[src/rtl/nfu3_nbout_writer.sv]
// NBout write stage behind NFU-3: buffers Tn-wide output vectors in a small FIFO and writes them as
// whole lines at consecutive NBout addresses. Optional NFU back-pressure: define NFU3_NBOUT_STALL_EN.
module nfu3_nbout_writer #(
  parameter int N      = 16,
  parameter int Tn     = 16,
  parameter int DEPTH  = 4,
  parameter int ADDR_W = 10
) (
  input  logic              clk,
  input  logic              rst,
  input  logic              i_start,
  input  logic [ADDR_W-1:0] i_base_addr,
  input  logic [ADDR_W-1:0] i_num_outputs,
  input  logic              i_valid,
  input  logic [Tn*N-1:0]   i_nfu3_out,
  input  logic              i_nbout_ready,
  output logic              o_nbout_we,
  output logic [ADDR_W-1:0] o_nbout_addr,
  output logic [Tn*N-1:0]   o_nbout_data,
  output logic              o_busy,
  output logic              o_done,
  output logic              o_overflow,
  output logic              o_nfu_stall
);

  localparam int W  = Tn * N;
  localparam int PW = $clog2(DEPTH);

  typedef enum logic [1:0] {IDLE = 2'd0, RUN = 2'd1, DONE = 2'd2} state_t;

  state_t            state_r, state_nx;
  logic [W-1:0]      mem_r [DEPTH];
  logic [PW-1:0]     wr_ptr_r, rd_ptr_r;
  logic [PW:0]       count_r;
  logic [ADDR_W-1:0] num_r, accepted_r, written_r, load_addr_r, addr_r;
  logic [W-1:0]      data_r;
  logic              we_r, overflow_r;

  logic start_acc, full, empty, complete, push, load, drop, last_write;

  assign start_acc  = (state_r == IDLE) && i_start;
  assign full       = (count_r == (PW+1)'(DEPTH));
  assign empty      = (count_r == (PW+1)'(0));
  assign complete   = we_r && i_nbout_ready;
  // No same-cycle bypass: a full FIFO refuses the push even if the head leaves this cycle.
  assign push       = (state_r == RUN) && i_valid && !full && (accepted_r < num_r);
  assign load       = (state_r == RUN) && !empty && (!we_r || complete);
  assign drop       = i_valid && !push;
  assign last_write = complete && (written_r == num_r - ADDR_W'(1));

  // State register.
  always_ff @(posedge clk or posedge rst) begin
    if (rst) state_r <= IDLE;
    else     state_r <= state_nx;
  end

  // Next-state logic.
  always_comb begin
    state_nx = state_r;
    case (state_r)
      IDLE: begin
        if (i_start) state_nx = (i_num_outputs == ADDR_W'(0)) ? DONE : RUN;
        else         state_nx = IDLE;
      end
      RUN: begin
        if (last_write) state_nx = DONE;
        else            state_nx = RUN;
      end
      DONE:    state_nx = IDLE;
      default: state_nx = IDLE;
    endcase
  end

  // FIFO storage; payload needs no reset since occupancy gates every read.
  always_ff @(posedge clk) begin
    if (push) mem_r[wr_ptr_r] <= i_nfu3_out;
  end

  // FIFO pointers, tile counters, output register and sticky overflow.
  always_ff @(posedge clk or posedge rst) begin
    if (rst) begin
      wr_ptr_r    <= '0;
      rd_ptr_r    <= '0;
      count_r     <= '0;
      num_r       <= '0;
      accepted_r  <= '0;
      written_r   <= '0;
      load_addr_r <= '0;
      addr_r      <= '0;
      data_r      <= '0;
      we_r        <= 1'b0;
      overflow_r  <= 1'b0;
    end else if (start_acc) begin
      wr_ptr_r    <= '0;
      rd_ptr_r    <= '0;
      count_r     <= '0;
      num_r       <= i_num_outputs;
      accepted_r  <= '0;
      written_r   <= '0;
      load_addr_r <= i_base_addr;
      we_r        <= 1'b0;
      overflow_r  <= drop;
    end else begin
      if (push) begin
        wr_ptr_r   <= wr_ptr_r + PW'(1);
        accepted_r <= accepted_r + ADDR_W'(1);
      end
      // load_addr_r runs one step ahead of written_r while a write is pending.
      if (load) begin
        rd_ptr_r    <= rd_ptr_r + PW'(1);
        we_r        <= 1'b1;
        addr_r      <= load_addr_r;
        data_r      <= mem_r[rd_ptr_r];
        load_addr_r <= load_addr_r + ADDR_W'(1);
      end else if (complete) begin
        we_r <= 1'b0;
      end
      if (complete) written_r <= written_r + ADDR_W'(1);
      case ({push, load})
        2'b10:   count_r <= count_r + (PW+1)'(1);
        2'b01:   count_r <= count_r - (PW+1)'(1);
        default: count_r <= count_r;
      endcase
      if (drop) overflow_r <= 1'b1;
    end
  end

  assign o_nbout_we   = we_r;
  assign o_nbout_addr = addr_r;
  assign o_nbout_data = data_r;
  assign o_busy       = (state_r != IDLE);
  assign o_done       = (state_r == DONE);
  assign o_overflow   = overflow_r;

`ifdef NFU3_NBOUT_STALL_EN
  // Two free slots cover the NFU-3 stages already in flight when stall is seen.
  assign o_nfu_stall = (state_r == RUN) && (count_r >= (PW+1)'(DEPTH - 2));
`else
  assign o_nfu_stall = 1'b0;
`endif

endmodule
[config.mk]
export PLATFORM = sky130hd
export DESIGN_NAME = nfu3_nbout_writer
export DESIGN_NICKNAME = d
export VERILOG_FILES = /design/src/rtl/nfu3_nbout_writer.sv
export SDC_FILE = /design/constraint.sdc
export NUM_CORES = 1
export LEC_CHECK = 0
export BUFFER_PORTS_ARGS = -buffer_cell sky130_fd_sc_hd__clkbuf_2
export CORE_MARGIN = 2
export CORE_UTILIZATION = 53
export DETAILED_ROUTE_END_ITERATION = 10
export GPL_TIMING_DRIVEN = 0
export MAX_ROUTING_LAYER = met4
export PLACE_DENSITY = 0.76
export SYNTH_ARGS = -nofsm -noshare
export SYNTH_HDL_FRONTEND = slang
export SYNTH_SLANG_ARGS = --single-unit
[constraint.sdc]
create_clock -name clk -period 9 [get_ports clk]
set_clock_uncertainty 0.1 [all_clocks]
set_input_delay 0.45 -clock clk [delete_from_list [all_inputs] [get_ports clk]]
set_output_delay 0.45 -clock clk [all_outputs]
set_load 0.01 [all_outputs]
==> flow_summary.toml <==
[pwr]
pwr-share-comb_pct = 29.5
pwr-share-clk_pct = 26.8
switching_share_pct = 32.2
internal_power_mw = 13.9
p_switching_mw = 6.61
seqPwrFrac_pct = 43.6
p_leak_nw = 24.2
p_per_area_nw_per_um2 = 330
ir_drop_mv = 0.250
total_power_mw = 20.5

[cts]
htreeDepth = 4
numCtsBuffers = 135
tritoncts = "built"
cts.sinks = 1341
path_clk_slew_ns = 0.06
clock_latency_ns = 0.75
clockBufferDepth = 3
cts-root-buf = "clkbuf_16"
cts_resized = 0

[critical_path]
critPathCaptureType = "register"
cp_max_fo = 51
required_ns = 9.30
cp.arrival_ns = 4.54
startpoint_type = "register"
crit_type = "reg2reg"

[cells_and_area]
drive_gt1_share_pct = 27.9
design_area_um2 = 62200
area_growth_pct = 24.7
layout.nets = 4105
stdcell_count = 5198
final_common_cell = "edfxtp_1"
final_util_pct = 66.6
final_cell_mix = "1,024 x edfxtp_1, 838 x nand2_1, 550 x clkbuf_2, 317 x dfrtp_1, 280 x dlygate4sd3_1"

[logic_synthesis]
yosysUniqueCellTypes = 58
async_reset_ff_share_pct = 23.6
ys_seq_elements = 1341
seq_area_frac_synth_pct = 77.6
syn-mean-instance-area_um2 = 17.7
synth_top_flop_cell = "edfxtp_1"
synth_nets = 3108
synthesis.area_um2 = 49800
synth_edf_count = 1024
ys_warn_count = 0
synthCells = 2809

[grt]
grt_pass1_vias = 30718
grt_overflow = 0
antenna_found_initial = 23
grt.total_usage_pct = 26.2
grt_start_max_net_pins = 57
grt_pass1_wl_um = 185000

[sta]
relSlewSlack_pct = 24.7
setup_slack_ns = 4.75
holdWs_ns = 0.263
min_period_ns = 4.25
slew_viol_final = 0
fin_setup_tns_ns = 0
fin_crit_sh_pct = 47.2
fmax_mhz = 235
finalHoldViolCount = 0
tightest_slew_ns = 1.13
rsz0062_at_grt = "no"
report.final.setup_viol = 0

[place]
dp.cells = 4643
gp_congestion = 0.806
placed_area_um2 = 54900
numPortBuffers = 550
pre_cts_ws_ns = 4.77
dp_hpwl_um = 76000

[routing]
avgRoutedWirePerCell_um = 23.5
drc = 0
dr_total_vias = 28676
drtIter0Drc = 2496
firstDrtPassIters = 5
viasPerCell = 5.52
postRouteAntennaNets = 0
finalWirelength_um = 122000

[flow_run]
cap_violations = 0

[floorplan]
coreArea_um2 = 93300
die_w_um = 311
die_area_um2 = 96500
die_h_um = 311
num_rows = 112
ios = 552
start_util_pct = 53.4

[run_status]
status = "finished clean"

[hold_path]
hp-class = "in2async"
[state kept, by name, summed over array words and instances, names as in the netlist]
| signal | cells |
|---|---|
| accepted_r | 10 |
| count_r | 3 |
| load_addr_r | 10 |
| mem_r | 1024 |
| num_r | 10 |
| o_nbout_addr | 10 |
| o_nbout_data | 256 |
| o_nbout_we | 1 |
| o_overflow | 1 |
| rd_ptr_r | 2 |
| state_r | 2 |
| wr_ptr_r | 2 |
| written_r | 10 |
[power groups by stage]
stage          Clock, mW  Combinational [mW]  Sequential, mW
6_report            5.51                6.06            8.96
5_1_grt             5.83                6.57            9.08
4_1_cts             5.58                6.11            8.94
3_5_place_dp           0                5.94            9.03
3_3_place_gp           0                5.63            9.49
2_1_floorplan          0                3.38            9.44
[logic make-up (layout without fill, tap and decap cells)]
family / Yosys count / count (layout) / share of synthesized area, %
flip-flops: 1341 / 1341 / 77.6
AND/OR/NAND/NOR: 932 / 932 / 7.37
multiplexers: 260 / 260 / 11.7
buffers and inverters: 152 / 1263 / 1.26
AO/OA/AOI/OAI: 78 / 78 / 1.16
XOR/XNOR: 27 / 27 / 0.474
adder cells (fa/ha/maj): 18 / 18 / 0.467
other: 1 / 25 / 0.00752
[worst paths after layout]
| path | startpoint | endpoint | slack [ns] | depth (start not counted) |
|---|---|---|---|---|
| worst max-delay path | num_r[3] | mem_r[1][111] | 4.75 | 10 |
| worst min-delay path | rst | o_nbout_data[81] | 0.26 | 3 |
| worst max register to register | num_r[3] | mem_r[1][111] | 4.75 | 10 |
| worst min register to register | o_nbout_data[242] | o_nbout_data[242] | 0.37 | 2 |
| max in group asynchronous | rst | o_nbout_data[211] | 7.04 | 7 |
| min in group clk | i_nfu3_out[74] | mem_r[1][74] | 0.36 | 2 |
[timing repair]
action / CTS / global route
setup endpoints to repair: 0 / 0
endpoints found under the hold margin: 1072 / 0
hold buffers: 280 / 0
setup buffers: 0 / 0
[worst max-delay path: stages, from the launching register on]
cell and delay (ns):
dfrtp_1 0.49, inv_1 0.12, ha_1 0.33, a211o_1 0.26, a21oi_1 0.16, o21ai_2 0.19, a21oi_2 0.48, and2_4 0.69
buf_16 0.31, buf_16 0.31, buf_16 0.30
[Yosys cell counts, types with 13 or more instances]
cell      number  share of area (%)
dfrtp_1      317                 16
nor2_1        27               0.20
nand2_1      838                6.3
edfxtp_1    1024                 62
mux4_2       256                 12
clkbuf_1      75               0.56
nand3_1       13               0.13
inv_1         20               0.15
o21ai_0       25               0.25
buf_2         38               0.38
xnor2_1       18               0.32
buf_1         17               0.13
ha_1          17               0.43
[per-layer routing]
layer  vias to the layer above  part of all wire, %  GRT usage, %
met4                         0                  3.6          9.99
li1                      12570                    -             -
met2                      1068                   51          42.8
met1                     14785                   38          32.5
met3                       253                  7.2          5.51
met5                         -                    0             -
[layout make-up]
cell class                 count  area, um^2
antenna                       24        60.1
buffer                       132         554
clock buffer                 186        3740
clock inverter                65         638
fill                        6016       31200
inverter                      20        78.8
multi-input combinational   1316       10500
sequential                  1341       38700
tap                         1254        1570
timing repair buffer         860        6290
Note: power is estimated with default switching activity, not from simulation.
